File: config.mk
export PLATFORM = sky130hd
export DESIGN_NAME = sine_dac_sequencer
export DESIGN_NICKNAME = d
export VERILOG_FILES = /design/src/rtl/sine_dac_sequencer.sv
export SDC_FILE = /design/constraint.sdc
export NUM_CORES = 1
export LEC_CHECK = 0
export CAP_MARGIN = 5
export CORE_ASPECT_RATIO = 0.6
export CORE_MARGIN = 8
export CORE_UTILIZATION = 53
export CTS_CLUSTER_DIAMETER = 150
export DETAILED_ROUTE_END_ITERATION = 7
export GPL_TIMING_DRIVEN = 0
export PLACE_DENSITY = 0.84
export SYNTH_ARGS = -nofsm -noshare
export SYNTH_HDL_FRONTEND = slang
export SYNTH_SLANG_ARGS = --single-unit
File: constraint.sdc
create_clock -name clk -period 2.93 [get_ports clk]
set_clock_uncertainty 0.2 [all_clocks]
set_input_delay 0.586 -clock clk [delete_from_list [all_inputs] [get_ports clk]]
set_output_delay 0.586 -clock clk [all_outputs]
set_load 0.03 [all_outputs]
File: src/rtl/sine_dac_sequencer.sv
`default_nettype none
// ============================================================================
// Module      : sine_dac_sequencer
// Description : Frame scheduler for the sine-wave datapath. Each accepted tick
//               advances a phase accumulator, addresses a quarter-wave sine
//               ROM (with address mirroring), restores the sign of the ROM word
//               into an offset-binary sample and streams that sample MSB-first
//               to a serial DAC.
// Revision    : 1.0 - initial release
// ----------------------------------------------------------------------------
// Ports
//   clk       in   1          system clock
//   rst_n     in   1          synchronous reset, active low
//   en        in   1          1 = accept ticks
//   tick      in   1          one-cycle sample strobe
//   step      in   PHASE_W    phase increment per accepted tick
//   clr_ovr   in   1          clears the sticky overrun flag
//   rom_addr  out  ADDR_W     registered quarter-wave ROM address
//   rom_data  in   DATA_W     ROM word, valid ROM_LAT cycles after rom_addr
//   load      out  1          one-cycle pulse while the sample is captured
//   sample    out  DATA_W+1   last loaded sample, offset binary
//   cs_n      out  1          DAC chip select, low while shifting
//   SI_en     out  1          high for each valid SO bit
//   SO        out  1          serial data, MSB first
//   busy      out  1          high in every state except IDLE
//   overrun   out  1          sticky: tick arrived while busy
// ============================================================================
module sine_dac_sequencer #(
  parameter int PHASE_W = 16,
  parameter int ADDR_W  = 8,
  parameter int DATA_W  = 12,
  parameter int ROM_LAT = 1
) (
  input  logic               clk,
  input  logic               rst_n,
  input  logic               en,
  input  logic               tick,
  input  logic [PHASE_W-1:0] step,
  input  logic               clr_ovr,
  output logic [ADDR_W-1:0]  rom_addr,
  input  logic [DATA_W-1:0]  rom_data,
  output logic               load,
  output logic [DATA_W:0]    sample,
  output logic               cs_n,
  output logic               SI_en,
  output logic               SO,
  output logic               busy,
  output logic               overrun
);

  // Counter shared by WAIT (ROM_LAT cycles) and SHIFT (DATA_W+1 cycles).
  localparam int c_CNT_MAX = (DATA_W + 1 > ROM_LAT) ? DATA_W + 1 : ROM_LAT;
  localparam int c_CNT_W   = $clog2(c_CNT_MAX + 1);
  localparam logic [c_CNT_W-1:0] c_WAIT_LAST  = c_CNT_W'(ROM_LAT - 1);
  localparam logic [c_CNT_W-1:0] c_SHIFT_LAST = c_CNT_W'(DATA_W);

  typedef enum logic [2:0] {
    S_IDLE  = 3'd0,
    S_WAIT  = 3'd1,
    S_LOAD  = 3'd2,
    S_SHIFT = 3'd3,
    S_DONE  = 3'd4
  } state_t;

  state_t               r_state;
  state_t               w_next;
  logic [PHASE_W-1:0]   r_phase;
  logic [c_CNT_W-1:0]   r_cnt;
  logic                 r_neg;      // frame sample lies in the negative half-wave
  logic [DATA_W:0]      r_shreg;
  logic [ADDR_W-1:0]    r_rom_addr;
  logic [DATA_W:0]      r_sample;
  logic                 r_overrun;

  logic                 w_start;
  logic [1:0]           w_quad;
  logic [ADDR_W-1:0]    w_idx;
  logic [ADDR_W-1:0]    w_addr;
  logic [DATA_W:0]      w_sample;
  logic                 w_unused_phase;

  assign w_quad  = r_phase[PHASE_W-1 -: 2];
  assign w_idx   = r_phase[PHASE_W-3 -: ADDR_W];
  // Odd quadrants walk the quarter wave backwards.
  assign w_addr  = w_quad[0] ? ~w_idx : w_idx;
  // Negative half-wave: invert the magnitude below the mid-scale code.
  assign w_sample = r_neg ? {1'b0, ~rom_data} : {1'b1, rom_data};
  assign w_start  = (r_state == S_IDLE) && tick && en;

  // Fractional phase bits only carry the accumulator; they never address ROM.
  generate
    if (PHASE_W > ADDR_W + 2) begin : g_phase_lsb
      assign w_unused_phase = ^r_phase[PHASE_W-ADDR_W-3:0];
    end else begin : g_no_phase_lsb
      assign w_unused_phase = 1'b0;
    end
  endgenerate

  // --------------------------------------------------------------------------
  // State register
  // --------------------------------------------------------------------------
  always_ff @(posedge clk) begin
    if (!rst_n) begin
      r_state <= S_IDLE;
    end else begin
      r_state <= w_next;
    end
  end

  // --------------------------------------------------------------------------
  // Next state and Moore outputs
  // --------------------------------------------------------------------------
  always_comb begin
    w_next = r_state;
    load   = 1'b0;
    cs_n   = 1'b1;
    SI_en  = 1'b0;
    SO     = 1'b0;
    busy   = 1'b1;
    case (r_state)
      S_IDLE: begin
        busy = 1'b0;
        if (w_start) begin
          w_next = S_WAIT;
        end
      end
      S_WAIT: begin
        if (r_cnt == c_WAIT_LAST) begin
          w_next = S_LOAD;
        end
      end
      S_LOAD: begin
        load   = 1'b1;
        w_next = S_SHIFT;
      end
      S_SHIFT: begin
        cs_n  = 1'b0;
        SI_en = 1'b1;
        SO    = r_shreg[DATA_W];
        if (r_cnt == c_SHIFT_LAST) begin
          w_next = S_DONE;
        end
      end
      S_DONE: begin
        w_next = S_IDLE;
      end
      default: begin
        w_next = S_IDLE;
      end
    endcase
  end

  // --------------------------------------------------------------------------
  // Datapath
  // rom_addr changes at the edge ending the tick cycle; a ROM of latency
  // ROM_LAT presents the word during the LOAD cycle, so the capture happens
  // on the edge that leaves LOAD and the first SO bit follows immediately.
  // --------------------------------------------------------------------------
  always_ff @(posedge clk) begin
    if (!rst_n) begin
      r_phase    <= '0;
      r_cnt      <= '0;
      r_neg      <= 1'b0;
      r_shreg    <= '0;
      r_rom_addr <= '0;
      r_sample   <= '0;
    end else begin
      case (r_state)
        S_IDLE: begin
          r_cnt <= '0;
          if (w_start) begin
            r_rom_addr <= w_addr;
            r_neg      <= w_quad[1];
            r_phase    <= r_phase + step;
          end
        end
        S_WAIT: begin
          if (r_cnt == c_WAIT_LAST) begin
            r_cnt <= '0;
          end else begin
            r_cnt <= r_cnt + 1'b1;
          end
        end
        S_LOAD: begin
          r_sample <= w_sample;
          r_shreg  <= w_sample;
          r_cnt    <= '0;
        end
        S_SHIFT: begin
          r_shreg <= {r_shreg[DATA_W-1:0], 1'b0};
          r_cnt   <= r_cnt + 1'b1;
        end
        default: begin
          r_cnt <= '0;
        end
      endcase
    end
  end

  // Sticky overrun: a new drop in the same cycle as a clear keeps it set.
  always_ff @(posedge clk) begin
    if (!rst_n) begin
      r_overrun <= 1'b0;
    end else if (tick && (r_state != S_IDLE)) begin
      r_overrun <= 1'b1;
    end else if (clr_ovr) begin
      r_overrun <= 1'b0;
    end
  end

  assign rom_addr = r_rom_addr;
  assign sample   = r_sample;
  assign overrun  = r_overrun;

endmodule
`default_nettype wire

==> results.py, run 1 <==
metrics = {
    "outcome": {
        "status": "complete, no violations",
    },
    "final_layout": {
        "design_area_um2": 4240,
        "drive_gt1_share_pct": 8.76,
        "insertedDiodeCount": 0,
        "utilization_pct": 69.6,
        "filler_cell_count": 496,
        "multi_input_area_um2": 2000,
        "layoutNonFillerInstCount": 552,
        "final_nets": 515,
        "commonest_non_fill_non_tap_cell_in_the_layout": "sky130_fd_sc_hd__nand2_1",
        "layout-area-overhead-vs-synth_pct": 27.5,
        "final_cell_mix": "sky130_fd_sc_hd__nand2_1, sky130_fd_sc_hd__dfxtp_1, sky130_fd_sc_hd__clkdlybuf4s50_1, sky130_fd_sc_hd__xnor2_1, sky130_fd_sc_hd__o21ai_0",
        "sequential_cell_area_um2": 1180,
    },
    "drt": {
        "detail_route.iter0.violations": 371,
        "drt_drc_violations_left": 0,
        "totalWireLength_um": 8880,
        "firstDrtPassIters": 5,
        "final_routed_wire_length_divided_by_cell_count_um": 16.1,
        "detailroute.via_count": 3153,
        "drt.antenna.violating_nets": 0,
        "route.detailed.vias_per_inst": 5.71,
    },
    "power_and_ir_drop": {
        "pwr-share-seq_pct": 36.3,
        "comb_power_share_pct": 36.3,
        "sw_frac_of_total_pct": 35.7,
        "overall_power_consumption_mw": 2.76,
        "internal-power_mw": 1.77,
        "vdd_drop_max_uv": 378,
        "p_leak_nw": 1.84,
        "power.switching_mw": 0.983,
        "power-per-cell-area_nw_per_um2": 651,
        "clock_power_share_pct": 27.4,
    },
    "die": {
        "rows": 22,
        "width_of_the_chip_um": 118,
        "dieArea_um2": 9140,
        "floorplan.io_pins": 60,
        "chipHeight_um": 77.3,
        "start_util_pct": 54.6,
        "core_area_um2": 6080,
    },
    "placed_design": {
        "gp_congestion": 0.925,
        "placedCellCount": 537,
        "dpl_worst_slack_ps": -326,
        "port_buffers": 59,
        "placed_cell_area_um2": 4020,
        "dp_hpwl_um": 6800,
    },
    "global_routing": {
        "grtUsageMet2_pct": 27.1,
        "grt_usage_pct": 19.3,
        "antenna_violations_before_repair": 0,
        "grt-ovfl-total": 0,
        "met1_usage_pct": 27.3,
        "grt_pass1_wl_um": 14500,
        "grt_most_used_layer": "met1",
        "met3_usage_pct": 5.63,
        "grt_max_degree": 11,
        "vias_in_the_first_global_route": 2879,
    },
    "synth": {
        "ys_seq_elements": 59,
        "synth_nets": 445,
        "synth_edf_count": 0,
        "ys.warnings.count": 0,
        "yosysSeqAreaShare_pct": 35.6,
        "yosys.cell_types.count": 53,
        "average_footprint_of_a_synthesized_cell_um2": 8.43,
        "async_flop_share_pct": 0,
        "postSynth.topFlopCell": "sky130_fd_sc_hd__dfxtp_1",
        "synth_cells": 394,
        "netlist_area_um2": 3320,
    },
    "sta": {
        "tightestPinTransition_ps": 660,
        "final-hold-violation-count": 0,
        "totalNegativeSetupSlack_ps": 0,
        "share_of_the_cycle_needed_by_the_critical_path_after_routing_pct": 96.0,
        "timing.hold.ws_ps": 261,
        "max_slew_margin_pct": 56.0,
        "report.final.setup_viol": 0,
        "number_of_pins_with_negative_max_slew_slack_in_the_final_report": 0,
        "unrepaired_setup_endpoints_after_global_routing": "no",
        "finalWorstPathRequiredPeriod_ps": 2810,
        "max_freq_ghz": 0.356,
        "worst_setup_slack_after_layout_ps": 117,
    },
    "flow_run": {
        "maxCapViolCount": 0,
    },
    "worst_hold_path": {
        "hold_path.startpoint": "r_cnt[0]$_SDFF_PN0_",
        "hold_path_class": "register to register",
    },
    "critical_path": {
        "critical_path_class": "input port to register",
        "setup.worst_path.end_class": "register",
        "worst_path_largest_cell_delay_ps": 420,
        "critical_path_buf_inv_count": 1,
        "path_max_fanout": 3,
        "cp-startpoint": "step[0]",
        "critPathTopFamily": "compound AO/OA/AOI/OAI gates",
        "worstPathArrival_ps": 2900,
        "ff_to_ff_start": "r_phase[0]$_SDFFE_PN0P_",
        "critical_path.cell_chain": "clkdlybuf4s50_1 > ha_1 > fa_1 > a21oi_2 > o21a_1 > o211ai_2 > a31oi_2 > o2111a_1 > o211a_1",
        "worst_ep_required_time_ps": 3020,
        "cpMaxStageDelayCell": "sky130_fd_sc_hd__fa_1",
        "worst_setup_path_start_kind": "input port",
    },
    "clock_tree": {
        "clock_buffer_count_from_cts": 9,
        "cts.path.max_buffers": 2,
        "cts.sink_count": 59,
        "clkSlewWorstSetupHoldPaths_ps": 70,
        "clockRootBuffer": "sky130_fd_sc_hd__clkbuf_8",
        "clkLatencyLatePin_ps": 340,
        "ctsHtreeMaxLevel": 3,
        "cts_tree": "built",
        "post_cts_buffers": 0,
        "cts_hold_buffers": 0,
    },
}
Yosys cell counts (4+ instances only):
cell type	count	area (µm²)
sky130_fd_sc_hd__a21boi_0	19	143
sky130_fd_sc_hd__a21o_1	4	30.0
sky130_fd_sc_hd__a21oi_1	11	55.1
sky130_fd_sc_hd__and2_1	4	25.0
sky130_fd_sc_hd__buf_2	6	30.0
sky130_fd_sc_hd__clkbuf_1	12	45.0
sky130_fd_sc_hd__dfxtp_1	59	1180
sky130_fd_sc_hd__ha_1	17	213
sky130_fd_sc_hd__inv_1	7	26.3
sky130_fd_sc_hd__nand2_1	83	312
sky130_fd_sc_hd__nand2b_1	5	31.3
sky130_fd_sc_hd__nand3_1	17	85.1
sky130_fd_sc_hd__nand4_1	5	31.3
sky130_fd_sc_hd__nor2_1	14	52.6
sky130_fd_sc_hd__nor3_1	5	25.0
sky130_fd_sc_hd__o211a_1	22	220
sky130_fd_sc_hd__o21ai_0	24	120
sky130_fd_sc_hd__xnor2_1	25	219
sky130_fd_sc_hd__xor2_1	6	52.6
registers in the layout (all words and copies together), names as in the netlist:
name	count
sample	13
r_neg	1
r_state	3
r_shreg	13
rom_addr	8
r_cnt	4
overrun	1
r_phase	16
path summary, 6_finish.rpt:
check             slack (ps)  cells past startpoint                  endpoint
hold reg to reg          260                      1       r_cnt[0]$_SDFF_PN0_
setup / recovery         120                      9  r_phase[14]$_SDFFE_PN0P_
setup reg to reg         470                      8  r_phase[14]$_SDFFE_PN0P_
hold / removal           260                      1       r_cnt[0]$_SDFF_PN0_
kinds of logic (layout without fill, tap and decap cells):
family / Yosys count / in the layout / share of synthesized area [%]
compound gates: 103 / 103 / 23.1
simple gates: 149 / 149 / 20.6
xor+xnor: 31 / 31 / 8.18
fa+ha+maj: 18 / 18 / 7.01
flops: 59 / 59 / 35.6
buf+inv: 32 / 106 / 4.86
mux: 2 / 2 / 0.641
cell type report:
class / instances / area share, %
inverter: 7 / 0.620
multi-input combinational: 303 / 47.1
tap: 84 / 2.48
timing repair buffer: 59 / 13.9
buffer: 25 / 3.22
sequential: 59 / 27.9
clock inverter: 4 / 1.18
clock buffer: 11 / 3.57
power by group through the flow:
stage	sequential, mW	clock [mW]	combinational (mW)
after floorplan	1.11	0	0.554
after global placement	1.01	0	0.956
after detailed placement	1.01	0	0.986
after CTS	0.999	0.764	0.993
after global routing	1.01	0.798	1.09
final	1.00	0.754	1.00
per-layer routing:
layer / vias up / wire length (µm) / part of all wire [%]
li1: 1524 / - / -
met1: 1462 / 4200 / 47
met2: 152 / 3670 / 41
met3: 15 / 889 / 10
met4: 0 / 125 / 1.4
met5: - / 0 / 0
what timing repair did:
item	in CTS	in global routing
setup endpoints to repair	4	3
gates cloned	0	0
gates resized for setup	6	3
endpoints found under the hold margin	0	0
Note: power is estimated with default switching activity, not from simulation.
==> run 2, diff against run 1 <==
--- a/config.mk
+++ b/config.mk
@@ -8,11 +8,12 @@
 export CAP_MARGIN = 5
 export CORE_ASPECT_RATIO = 0.6
 export CORE_MARGIN = 8
-export CORE_UTILIZATION = 53
+export CORE_UTILIZATION = 50
 export CTS_CLUSTER_DIAMETER = 150
 export DETAILED_ROUTE_END_ITERATION = 7
 export GPL_TIMING_DRIVEN = 0
-export PLACE_DENSITY = 0.84
+export PLACE_DENSITY = 0.8
+export RECOVER_POWER = 25
 export SYNTH_ARGS = -nofsm -noshare
 export SYNTH_HDL_FRONTEND = slang
 export SYNTH_SLANG_ARGS = --single-unit
==> results.py, run 2 (synthesis results as in run 1) <==
metrics = {
    "sta": {
        "tightestPinTransition_ps": 651,
        "unrepaired_setup_endpoints_after_global_routing": "no",
        "max_slew_margin_pct": 56.6,
        "timing.hold.ws_ps": 261,
        "max_freq_ghz": 0.355,
        "share_of_the_cycle_needed_by_the_critical_path_after_routing_pct": 96.1,
        "number_of_pins_with_negative_max_slew_slack_in_the_final_report": 0,
        "finalWorstPathRequiredPeriod_ps": 2820,
        "report.final.setup_viol": 0,
        "final-hold-violation-count": 0,
    },
    "power_and_ir_drop": {
        "vdd_drop_max_uv": 317,
        "p_leak_nw": 1.83,
        "overall_power_consumption_mw": 2.75,
        "power-per-cell-area_nw_per_um2": 651,
    },
    "placed_design": {
        "port_buffers": 59,
        "placedCellCount": 540,
        "dp_hpwl_um": 6590,
        "gp_congestion": 0.916,
    },
    "critical_path": {
        "ff_to_ff_start": "r_phase[0]$_SDFFE_PN0P_",
        "path_max_fanout": 3,
        "cp-startpoint": "step[0]",
        "worst_setup_path_start_kind": "input port",
        "worst_ep_required_time_ps": 3030,
        "worstPathArrival_ps": 2910,
        "setup.worst_path.end_class": "register",
        "critical_path_class": "input port to register",
    },
    "flow_run": {
        "maxCapViolCount": 0,
    },
    "die": {
        "start_util_pct": 50.6,
        "rows": 23,
        "core_area_um2": 6560,
        "dieArea_um2": 9590,
        "chipHeight_um": 79.1,
        "width_of_the_chip_um": 121,
        "floorplan.io_pins": 60,
    },
    "drt": {
        "drt_drc_violations_left": 0,
        "final_routed_wire_length_divided_by_cell_count_um": 15.5,
        "firstDrtPassIters": 5,
        "drt.antenna.violating_nets": 0,
        "totalWireLength_um": 8600,
        "route.detailed.vias_per_inst": 5.39,
        "detail_route.iter0.violations": 255,
        "detailroute.via_count": 2993,
    },
    "clock_tree": {
        "cts_tree": "built",
        "cts_hold_buffers": 0,
        "clkLatencyLatePin_ps": 350,
        "ctsHtreeMaxLevel": 3,
        "cts.path.max_buffers": 2,
        "clkSlewWorstSetupHoldPaths_ps": 70,
        "clock_buffer_count_from_cts": 9,
        "clockRootBuffer": "sky130_fd_sc_hd__clkbuf_8",
        "cts.sink_count": 59,
        "post_cts_buffers": 0,
    },
    "outcome": {
        "status": "complete, no violations",
    },
    "final_layout": {
        "drive_gt1_share_pct": 8.12,
        "register_bank_with_the_most_flops": "r_phase",
        "commonest_non_fill_non_tap_cell_in_the_layout": "sky130_fd_sc_hd__nand2_1",
        "layoutNonFillerInstCount": 555,
        "final_cell_mix": "sky130_fd_sc_hd__nand2_1, sky130_fd_sc_hd__dfxtp_1, sky130_fd_sc_hd__clkdlybuf4s50_1, sky130_fd_sc_hd__xnor2_1, sky130_fd_sc_hd__o21ai_0",
        "largest_reg_flops": 16,
        "layout-area-overhead-vs-synth_pct": 27.2,
        "final_nets": 515,
        "insertedDiodeCount": 0,
        "sequential_cell_area_um2": 1180,
        "filler_cell_count": 587,
        "multi_input_area_um2": 1990,
    },
    "global_routing": {
        "grt_pass1_wl_um": 14100,
        "grt_usage_pct": 18.3,
        "grt_max_degree": 11,
        "vias_in_the_first_global_route": 2852,
        "antenna_violations_before_repair": 0,
        "grt-ovfl-total": 0,
    },
    "worst_hold_path": {
        "hold_path_class": "register to register",
        "hold_path.startpoint": "r_cnt[0]$_SDFF_PN0_",
    },
}
[run 2: changes by cell type in the layout (fill, tap and decap cells not counted)]
cell                              change
sky130_fd_sc_hd__a21oi_1              +1
sky130_fd_sc_hd__and2_0               +1
sky130_fd_sc_hd__and2_1               -1
sky130_fd_sc_hd__clkdlybuf4s50_1      -1
sky130_fd_sc_hd__dlygate4sd3_1        +1
sky130_fd_sc_hd__clkbuf_8             -1
sky130_fd_sc_hd__a21oi_2              -1
sky130_fd_sc_hd__buf_2                -1
sky130_fd_sc_hd__clkbuf_1             +2
[run 2: path summary, 6_finish.rpt]
path | end | slack (ps) | cells past startpoint
worst min-delay path | r_cnt[0]$_SDFF_PN0_ | 260 | 1
worst max-delay path | r_phase[14]$_SDFFE_PN0P_ | 110 | 9
worst min register to register | r_cnt[0]$_SDFF_PN0_ | 260 | 1
worst max register to register | r_phase[14]$_SDFFE_PN0P_ | 470 | 8
[run 2: power by group]
group	leakage, nW	switching, mW	total [mW]	internal [mW]
combinational	1.25	0.575	0.992	0.417
sequential	0.481	0.0769	0.997	0.920
clock	0.0974	0.330	0.762	0.432
total	1.83	0.981	2.75	1.77
[run 2: layout make-up]
class / count / area share [%]
buffer: 25 / 2.96
clock inverter: 4 / 1.18
multi-input combinational: 303 / 47.2
tap: 87 / 2.58
inverter: 7 / 0.622
timing repair buffer: 59 / 14.0
sequential: 59 / 28.0
clock buffer: 11 / 3.58
[run 2: timing repair]
| action | 4_1_cts | 5_1_grt |
|---|---|---|
| hold endpoints to repair | 0 | 0 |
| resized for setup | 5 | 3 |
| gates cloned | 0 | 0 |
| setup endpoints to repair | 4 | 3 |
[run 2: critical path: stages]
cell,delay [ps]
sky130_fd_sc_hd__clkdlybuf4s50_1,410
sky130_fd_sc_hd__ha_1,220
sky130_fd_sc_hd__fa_1,410
sky130_fd_sc_hd__a21oi_1,270
sky130_fd_sc_hd__o21a_1,190
sky130_fd_sc_hd__o211ai_2,140
sky130_fd_sc_hd__a31oi_2,290
sky130_fd_sc_hd__o2111a_1,240
sky130_fd_sc_hd__o211a_1,160
[run 2: stage by stage]
| step | area [µm²] | utilization (%) | setup TNS, ps | setup slack, ps |
|---|---|---|---|---|
| global route | 4220 | 64.4 | 0 | 16.0 |
| finish | 4220 | 64.4 | 0 | 114 |
| detailed placement | 4020 | 61.3 | -823 | -286 |
| CTS | 4220 | 64.3 | 0 | 20.4 |
| floorplan | 3320 | - | 0 | 395 |
| global placement | 4020 | 61.3 | -665 | -280 |
[run 2: layer usage]
| metal | up-vias | wire, µm | global-route usage (%) |
|---|---|---|---|
| met5 | - | 0 | 0 |
| met4 | 0 | 85 | 5.88 |
| met3 | 8 | 705 | 6.37 |
| met2 | 87 | 3490 | 26.5 |
| met1 | 1385 | 4320 | 24.9 |
| li1 | 1513 | - | - |
==> run 3, diff against run 2 <==
--- a/config.mk
+++ b/config.mk
@@ -14,6 +14,7 @@
 export GPL_TIMING_DRIVEN = 0
 export PLACE_DENSITY = 0.8
 export RECOVER_POWER = 25
+export SLEW_MARGIN = 20
 export SYNTH_ARGS = -nofsm -noshare
 export SYNTH_HDL_FRONTEND = slang
 export SYNTH_SLANG_ARGS = --single-unit
==> constraint.sdc (replaced) <==
create_clock -name clk -period 2.93 [get_ports clk]
set_clock_uncertainty 0.2 [all_clocks]
set_input_delay 0.586 -clock clk [delete_from_list [all_inputs] [get_ports clk]]
set_output_delay 0.586 -clock clk [all_outputs]
set_load 0.005 [all_outputs]
==> results.py, run 3 (synthesis results as in run 1) <==
metrics = {
    "final_layout": {
        "register_bank_with_the_most_flops": "r_phase",
        "final_nets": 515,
        "layoutNonFillerInstCount": 555,
        "commonest_non_fill_non_tap_cell_in_the_layout": "sky130_fd_sc_hd__nand2_1",
        "insertedDiodeCount": 0,
        "drive_gt1_share_pct": 8.55,
        "layout-area-overhead-vs-synth_pct": 27.7,
        "utilization_pct": 64.6,
        "largest_reg_flops": 16,
        "final_cell_mix": "sky130_fd_sc_hd__nand2_1, sky130_fd_sc_hd__dfxtp_1, sky130_fd_sc_hd__clkdlybuf4s50_1, sky130_fd_sc_hd__xnor2_1, sky130_fd_sc_hd__o21ai_0",
        "filler_cell_count": 581,
    },
    "global_routing": {
        "grt_pass1_wl_um": 14100,
        "grt_usage_pct": 18.3,
        "grt_max_degree": 11,
        "vias_in_the_first_global_route": 2855,
        "grt-ovfl-total": 0,
        "antenna_violations_before_repair": 0,
    },
    "worst_hold_path": {
        "worstHoldPathCells": 1,
        "hold_path_class": "register to register",
        "hold_path.startpoint": "r_cnt[0]$_SDFF_PN0_",
        "worst_hold_path.endpoint": "r_cnt[0]$_SDFF_PN0_",
    },
    "clock_tree": {
        "cts.path.max_buffers": 2,
        "clockRootBuffer": "sky130_fd_sc_hd__clkbuf_8",
        "clkSlewWorstSetupHoldPaths_ps": 60,
        "cts_tree": "built",
        "cts.sink_count": 59,
        "clock_buffer_count_from_cts": 9,
        "post_cts_buffers": 0,
        "clkLatencyLatePin_ps": 340,
        "ctsHtreeMaxLevel": 3,
    },
    "die": {
        "floorplan.io_pins": 60,
        "core_area_um2": 6560,
        "width_of_the_chip_um": 121,
        "chipHeight_um": 79.1,
        "rows": 23,
        "start_util_pct": 50.6,
        "dieArea_um2": 9590,
    },
    "sta": {
        "report.final.setup_viol": 0,
        "final-hold-violation-count": 0,
        "max_slew_margin_pct": 56.3,
        "number_of_pins_with_negative_max_slew_slack_in_the_final_report": 0,
        "unrepaired_setup_endpoints_after_global_routing": "yes",
        "finalWorstPathRequiredPeriod_ps": 2900,
        "tightestPinTransition_ps": 655,
        "share_of_the_cycle_needed_by_the_critical_path_after_routing_pct": 98.9,
        "max_freq_ghz": 0.345,
    },
    "drt": {
        "final_routed_wire_length_divided_by_cell_count_um": 15.5,
        "firstDrtPassIters": 5,
        "drt.antenna.violating_nets": 0,
        "totalWireLength_um": 8620,
        "detail_route.iter0.violations": 247,
        "route.detailed.vias_per_inst": 5.47,
        "drt_drc_violations_left": 0,
        "detailroute.via_count": 3035,
    },
    "placed_design": {
        "port_buffers": 59,
        "placedCellCount": 540,
        "gp_congestion": 0.916,
        "dp_hpwl_um": 6590,
    },
    "critical_path": {
        "worst_r2r_path_depth": 8,
        "worst_ep_required_time_ps": 2140,
        "ff_to_ff_start": "r_phase[0]$_SDFFE_PN0P_",
        "setup.worst_path.end_class": "output port",
        "critical_path.reg2reg.endpoint": "r_phase[14]$_SDFFE_PN0P_",
        "critical_path_class": "register to output port",
        "worstPathArrival_ps": 2110,
        "path_max_fanout": 10,
        "regToRegSetupSlack_ps": 470,
        "worst_setup_path_start_kind": "register",
    },
    "flow_run": {
        "maxCapViolCount": 0,
    },
    "power_and_ir_drop": {
        "p_leak_nw": 1.83,
        "power-per-cell-area_nw_per_um2": 620,
        "overall_power_consumption_mw": 2.63,
        "vdd_drop_max_uv": 306,
    },
    "outcome": {
        "status": "complete, no violations",
    },
}
run 3: cell types whose count changed in the layout (fill, tap and decap cells not counted):
| cell | delta |
|---|---|
| sky130_fd_sc_hd__clkbuf_4 | +1 |
| sky130_fd_sc_hd__dlygate4sd2_1 | -3 |
| sky130_fd_sc_hd__clkbuf_1 | -2 |
| sky130_fd_sc_hd__clkbuf_8 | +1 |
| sky130_fd_sc_hd__dlymetal6s2s_1 | -1 |
| sky130_fd_sc_hd__clkdlybuf4s50_1 | +4 |
run 3: how the worst max path moves through the flow:
stage,depth (start not counted),endpoint,from
after floorplan,8,r_phase[14]$_SDFFE_PN0P_,step[0]
after global routing,6,load,r_state[1]$_SDFFE_PN0P_
after detailed placement,9,r_phase[14]$_SDFFE_PN0P_,step[0]
final,5,SO,r_state[1]$_SDFFE_PN0P_
after global placement,9,r_phase[14]$_SDFFE_PN0P_,step[0]
after CTS,5,SO,r_state[1]$_SDFFE_PN0P_
run 3: layout make-up:
cell class,instances,area (µm²),share of cell area [%]
buffer,25,139,3.28
tap,87,109,2.57
inverter,7,26.3,0.620
multi-input combinational,303,1990,47.0
clock inverter,4,50.0,1.18
sequential,59,1180,27.9
timing repair buffer,59,591,13.9
clock buffer,11,151,3.57
run 3: report_power, final:
part | total, mW | switching (mW) | internal, mW
Combinational | 0.873 | 0.449 | 0.424
Sequential | 0.997 | 0.0763 | 0.920
Clock | 0.760 | 0.327 | 0.432
Total | 2.63 | 0.853 | 1.78
run 3: what timing repair did:
action | 4_1_cts | 5_1_grt
setup endpoints to repair | 3 | 4
hold buffers | 0 | 0
resized for setup | 3 | 2
run 3: routing by layer:
layer | routed length, µm | up-vias | track usage (%) | share of wire [%]
met4 | 82 | 0 | 5.88 | 0.95
met2 | 3500 | 113 | 26.5 | 41
met5 | 0 | - | 0 | 0
met3 | 798 | 7 | 6.37 | 9.3
met1 | 4240 | 1398 | 24.8 | 49
li1 | - | 1517 | - | -
run 3: critical path, stage by stage (launching register included):
cell                              delay, ps
sky130_fd_sc_hd__dfxtp_1                330
sky130_fd_sc_hd__buf_6                  140
sky130_fd_sc_hd__nor2b_1                280
sky130_fd_sc_hd__clkbuf_2               300
sky130_fd_sc_hd__and3_1                 200
sky130_fd_sc_hd__clkdlybuf4s50_1        530
run 3: stage by stage:
step	setup slack (ps)	hold slack, ps	cell area (µm²)	setup TNS [ps]
after floorplan	395	230	3320	0
after global placement	-280	245	4020	-665
after detailed placement	-286	255	4020	-807
after CTS	24.6	263	4230	0
after global routing	-55.9	295	4240	-149
final	31.2	261	4240	0
